$ cat src/rtl/axis_frame_packer_pkg.sv
// Shared definitions for the frame packer: state encoding and counter sizing.
package axis_frame_packer_pkg;

  typedef enum logic {
    FILL = 1'b0,
    SEND = 1'b1
  } pack_state_t;

  // Counter width for n slots, never narrower than one bit.
  function automatic int unsigned cnt_width(input int unsigned n);
    return (n <= 2) ? 1 : $clog2(n);
  endfunction

endpackage

$ cat src/rtl/axis_frame_packer.sv
// Collects a raster pixel stream into one flattened frame word and offers it
// on an AXI-Stream master port; framing errors raise a one-cycle pulse.
module axis_frame_packer
  import axis_frame_packer_pkg::*;
#(
  parameter int unsigned R_I = 5,
  parameter int unsigned C_I = 5,
  parameter int unsigned W_I = 8
) (
  input  logic                     clk,
  input  logic                     rstn,
  output logic                     s_axis_pixel_ready,
  input  logic                     s_axis_pixel_valid,
  input  logic [W_I-1:0]           s_axis_pixel_data,
  input  logic                     s_axis_pixel_last,
  input  logic                     m_axis_frame_ready,
  output logic                     m_axis_frame_valid,
  output logic [R_I*C_I*W_I-1:0]   m_axis_frame_data,
  output logic                     frame_err
);

  localparam int unsigned N_PIX = R_I * C_I;
  localparam int unsigned CNT_W = cnt_width(N_PIX);
  localparam logic [CNT_W-1:0] LAST_SLOT = CNT_W'(N_PIX - 1);

  pack_state_t            state;
  logic [CNT_W-1:0]       cnt;
  logic [N_PIX*W_I-1:0]   frame_buf;
  logic                   accept;
  logic                   at_last_slot;
  logic                   early_last;

  assign s_axis_pixel_ready = (state == FILL);
  assign accept             = s_axis_pixel_valid & s_axis_pixel_ready;
  assign at_last_slot       = (cnt == LAST_SLOT);
  assign early_last         = s_axis_pixel_last & ~at_last_slot;
  assign m_axis_frame_data  = frame_buf;

  // Control FSM: pixel count, fill/send state, registered valid and error pulse.
  always_ff @(posedge clk or negedge rstn) begin
    if (!rstn) begin
      state              <= FILL;
      cnt                <= '0;
      m_axis_frame_valid <= 1'b0;
      frame_err          <= 1'b0;
    end else begin
      frame_err <= 1'b0;
      case (state)
        FILL: begin
          if (accept) begin
            if (at_last_slot) begin
              cnt                <= '0;
              state              <= SEND;
              m_axis_frame_valid <= 1'b1;
              frame_err          <= ~s_axis_pixel_last;
            end else if (s_axis_pixel_last) begin
              cnt       <= '0;
              frame_err <= 1'b1;
            end else begin
              cnt <= cnt + CNT_W'(1);
            end
          end
        end
        SEND: begin
          if (m_axis_frame_ready) begin
            state              <= FILL;
            m_axis_frame_valid <= 1'b0;
          end
        end
        default: begin
          state              <= FILL;
          m_axis_frame_valid <= 1'b0;
        end
      endcase
    end
  end

  // Frame buffer: accepted pixel lands in slot cnt; an early-last beat is dropped.
  always_ff @(posedge clk or negedge rstn) begin
    if (!rstn) begin
      frame_buf <= '0;
    end else if (accept && !early_last) begin
      for (int unsigned k = 0; k < N_PIX; k++) begin
        if (cnt == CNT_W'(k)) begin
          frame_buf[k*W_I +: W_I] <= s_axis_pixel_data;
        end
      end
    end
  end

endmodule
$ cat config.mk
export PLATFORM = sky130hd
export DESIGN_NAME = axis_frame_packer
export DESIGN_NICKNAME = d
export VERILOG_FILES = /design/src/rtl/axis_frame_packer_pkg.sv /design/src/rtl/axis_frame_packer.sv
export SDC_FILE = /design/constraint.sdc
export NUM_CORES = 1
export LEC_CHECK = 0
export BUFFER_PORTS_ARGS = -buffer_cell sky130_fd_sc_hd__buf_2
export CORE_MARGIN = 1.5
export CORE_UTILIZATION = 57
export CTS_CLUSTER_SIZE = 8
export DETAILED_ROUTE_END_ITERATION = 7
export HOLD_SLACK_MARGIN = 0.03
export PLACE_DENSITY = 0.82
export RECOVER_POWER = 100
export SLEW_MARGIN = 10
export SYNTH_ARGS = -nofsm -noshare
export SYNTH_HDL_FRONTEND = slang
export SYNTH_SLANG_ARGS = --single-unit
$ cat constraint.sdc
create_clock -name clk -period 5.4 [get_ports clk]
set_input_delay 0.27 -clock clk [delete_from_list [all_inputs] [get_ports clk]]
set_output_delay 0.27 -clock clk [all_outputs]
set_load 0.02 [all_outputs]
### Word-level counts from Yosys, hierarchy flattened

Index checks and enable logic that the tools add are counted.

* bitwise logic cells: 5
* add/subtract/negate cells: 1
* reduce and logical (&&, ||, !) cells: 30
* mux-type cells: 14
* eq/ne operators: 27

Operators by type and width (count)
* AND reduction 2 bit: 26
* equality test 5 bit (second input constant): 9
* equality test 5 x 4 -> 1 bit (second input constant): 8
* equality test 5 x 3 -> 1 bit (second input constant): 4
* equality test 5 x 2 -> 1 bit (second input constant): 2
* 2-to-1 mux 1 bit: 10
* 2-to-1 mux 5 bit: 2
* adder 5 x 1 -> 5 bit (second input constant): 1
* equality test 5 x 1 -> 1 bit (second input constant): 1
* zero test 5 bit: 1
* != test 2 x 1 -> 1 bit (second input constant): 2
* case mux 1 bit (2 select lines): 2
* inverter 1 bit: 3
* AND reduction 3 bit: 1
* AND 1 bit: 2
* != test 2 bit (second input constant): 1
* logical AND 1 bit: 1
* zero test 1 bit: 1

* output and inout bits: 203
* register bits: 208
* input bits: 13
* word-level logic and storage cells: 106

### Depth between registers and ports, before layout

* word-level depth: 6
* depth in mapped cells: 11
* depth with buffers taken out: 8

### Least setup slack after synthesis

No wires, ideal clock.

* kind: register -> register
* from: reg cnt[0]
* to: reg frame_buf[128] (netlist: m_axis_frame_data[128])
* setup time: 0.125 ns
* path buffers: 2
* stages on the path, launching flop included: 11
* period minus slack after synthesis: 2.636 ns
* setup slack: 2.764 ns
* arrival time: 2.511 ns
* required time: 5.275 ns
* path through: dfrtp_1 -> inv_1 -> ha_1 -> and4b_1 -> buf_4 -> inv_2 -> ha_1 -> nor4b_4 -> buf_4 -> nor3b_4 -> mux2_2

* word-level cells in the longest chain between the ends: 6
* elaborated cells on any way between the ends: 7
* classes of those cells: eq/ne: 2; bitwise: 2; reduce/logical: 3

Ends and longest elaborated chain
* start: declaration: RTL line axis_frame_packer.sv:27 `logic [CNT_W-1:0] cnt;`
* start signal: assignment: RTL line axis_frame_packer.sv:60 `cnt <= cnt + CNT_W'(1);`
* equality test 5 bit: RTL line axis_frame_packer.sv:35 `assign at_last_slot = (cnt == LAST_SLOT);`
* inverter 1 bit: RTL line axis_frame_packer.sv:36 `assign early_last = s_axis_pixel_last & ~at_last_slot;`
* AND 1 bit: RTL line axis_frame_packer.sv:36
* zero test 1 bit: RTL line axis_frame_packer.sv:82 `end else if (accept && !early_last) begin`
* logical AND 1 bit: RTL line axis_frame_packer.sv:82
* AND reduction 2 bit (no line) (*)
* end signal: indexed assignment: RTL line axis_frame_packer.sv:85 `frame_buf[k*W_I +: W_I] <= s_axis_pixel_data;`
* end: declaration: RTL line axis_frame_packer.sv:28 `logic [N_PIX*W_I-1:0] frame_buf;`

Every way passes the cells marked *; elsewhere a longest branch is shown, timed or not.
A chain may end at the register's enable or synchronous reset.

### Worst setup path in the final report

* from: reg cnt[0]
* to: reg frame_buf[134] (netlist: m_axis_frame_data[134])

The elaborated chain is that of the path after synthesis.

==> out/metrics.yaml <==
status: "finished, violations left"
violations: "max-capacitance violations, max-slew violations"
hpwl_mm: 13.0
synth_commonest_cells: "208 x dfrtp_1, 192 x mux2_2, 20 x clkbuf_1"
num_io_pins: 216
synth-edff-count: 0
yosysUniqueCellTypes: 33
min_period_ns: 3.77
coreArea_mm2: 0.0139
ys_seq_elements: 208
synth_async_sr_flop_share: 1.00
worstHoldEndpoint: "cnt[1]"
placementRows: 43
yosysTopAreaCell: "dfrtp_1"
cts_buffer_depth: 3
syn_area_mm2: 0.00815
clkSinkCount: 208
holdPathStages: 2
wirelength_mm: 19.5
htreeDepth: 1
leakage_nw: 4.72
end_kind: "flip-flop"
p_sw_frac: 0.303
required_ns: 5.80
power_frac_comb: 0.208
clk_latency_ns: 0.52
yosysMostFrequentCell: "dfrtp_1"
cts_buffers: 29
rsz0062_at_grt: "false"
worst_slew_pin_slew_ns: 2.62
vias_per_cell: 5.65
finalMaxSlewViolations: 121
synth_area_leaders: "dfrtp_1 64%, mux2_2 27%, mux2_4 1.5%"
finalHoldViolations: 0
r2r_slack_ns: 1.63
final_antenna_net_count: 0
skew_ns: 0.0170
antenna_found_initial: 0
post_drt_wl_per_cell_um: 21.6
grt_pass1_wl_mm: 30.1
die_x_um: 123
clk_pin_slew_ns: 0.05
fmax_ghz: 0.265
ir_drop_v: 0.000308
first_global_vias: 5396
postPlaceCellArea_mm2: 0.00931
design_area_mm2: 0.00973
hold_path.class: "primary input to flip-flop"
syn_area_per_cell_um2: 15.9
seqPwrFrac: 0.449
hold_start: "s_axis_pixel_last"
ys_warn_count: 0
fp.dieArea_mm2: 0.0150
setup_violations: 0
yosysSeqAreaShare: 0.638
synthesis.nets: 531
drt-initial-drc-count: 301
fin_nets: 745
period_share: 0.698
initial_core_util: 0.585
die_h_um: 123
grt_max_degree: 112
place_congestion: 0.773
finalHoldWorstSlack_ns: 0.0655
drive_above_1_share: 0.324
crit_fanout: 15
slew-limit-headroom: -0.748
p_switching_w: 0.00133
num-fill-cells: 1039
antenna_cells: 0
cts-root-buf: "clkbuf_16"
max_cap_violations: 2
ys.flop_type: "dfrtp_1"
r2r_cells: 8
track_usage: 0.263
drc: 0
setup_tns_ns: 0
synthCells: 512
gr-total-overflow: 0
crit_type: "flip-flop to flip-flop"
cp.arrival_ns: 4.16
synth_top_area_frac: 0.638
r2r_start: "cnt[0]"
p_per_area_mw_per_mm2: 452
power_w: 0.00439
post-cts-setup-buffer-count: 0
route.vias.total: 5111
cts_resized: 0
r2r-end: "m_axis_frame_data[134]"
io_buffers: 215
first_pass_iters: 4
internal_power_w: 0.00306
cts_tree: "built"
syn_to_final_growth_pct: 19.3
critPathLaunchType: "flip-flop"
clockPowerShare: 0.343
==> flip-flops by register name (all words and copies together), names as in the netlist <==
| name | flops |
|---|---|
| cnt | 5 |
| frame_err | 1 |
| m_axis_frame_data | 200 |
| m_axis_frame_valid | 1 |
| state | 1 |
==> metal layers <==
metal  GRT usage  part of all wire
met5           0                 0
met4      0.0727             0.021
met3      0.0479             0.060
met2       0.464              0.52
met1       0.336              0.40
==> worst max-delay path, cell delays in order, from the launching register on <==
cell and delay [ns]:
dfrtp_1 0.43, inv_1 0.11, ha_1 0.27, and4b_1 0.35
clkinv_1 0.12, ha_1 0.29, nor4b_4 0.61, nor3b_1 1.03
mux2_2 0.43
==> timing repair <==
item	4_1_cts	5_1_grt
hold buffers	2	0
endpoints found under the hold margin	110	0
setup endpoints to repair	0	0
==> kinds of logic after synthesis <==
| group | after synthesis | share of synthesized area |
|---|---|---|
| AO/OA/AOI/OAI | 8 | 0.00660 |
| multiplexers | 200 | 0.280 |
| buffers and inverters | 44 | 0.0239 |
| AND/OR/NAND/NOR | 46 | 0.0419 |
| adder cells (fa/ha/maj) | 6 | 0.00921 |
| flip-flops | 208 | 0.638 |
==> how the worst max path moves through the flow <==
stage / start / slack (ns) / endpoint / cells past startpoint
global placement: cnt[0] / 2.06 / m_axis_frame_data[100] / 8
floorplan: cnt[0] / 2.76 / m_axis_frame_data[128] / 10
detailed placement: cnt[0] / 1.74 / m_axis_frame_data[73] / 8
finish: cnt[0] / 1.63 / m_axis_frame_data[134] / 8
global route: rstn / 1.04 / m_axis_frame_data[52] / 3
CTS: cnt[0] / 1.73 / m_axis_frame_data[72] / 8
==> layout make-up <==
class                           count  area [um^2]  share of cell area
Tap cell                          180          225              0.0232
Clock buffer                       29          726              0.0746
Sequential cell                   208         5200               0.535
Clock inverter                      1         8.76            0.000901
Inverter                            8         30.0             0.00309
Timing Repair Buffer              219          852              0.0876
Multi-Input combinational cell    260         2680               0.275
==> power by group through the flow <==
stage | logic, W | registers (W) | clock network [W]
finish | 0.000915 | 0.00197 | 0.00150
global route | 0.000976 | 0.00200 | 0.00160
CTS | 0.00101 | 0.00196 | 0.00153
detailed placement | 0.00100 | 0.00198 | 0
global placement | 0.000978 | 0.00196 | 0
floorplan | 0.000278 | 0.00230 | 0
==> stage by stage <==
| stage | utilization | instances | setup slack, ns |
|---|---|---|---|
| 3_5_place_dp | 0.668 | 873 | 1.74 |
| 3_3_place_gp | 0.668 | 873 | 2.06 |
| 6_report | 0.698 | 905 | 1.63 |
| 5_1_grt | 0.698 | 905 | 1.04 |
| 2_1_floorplan | - | 512 | 2.76 |
| 4_1_cts | 0.722 | 905 | 1.73 |
==> layout by cell type (no fill, tap or decap), drive strengths merged, types with 2 or more instances in the layout <==
| cell type | n |
|---|---|
| o41ai | 2 |
| nand3 | 13 |
| buf | 11 |
| ha | 6 |
| dfrtp | 208 |
| inv | 8 |
| and3 | 6 |
| nand2b | 2 |
| mux2 | 200 |
| dlygate4sd3 | 2 |
| nand2 | 5 |
| nor3b | 2 |
| and4b | 4 |
| nor2 | 3 |
| nand4 | 2 |
| clkbuf | 235 |
| o21ai | 4 |
| nor4 | 2 |
Note: power is estimated with default switching activity, not from simulation.
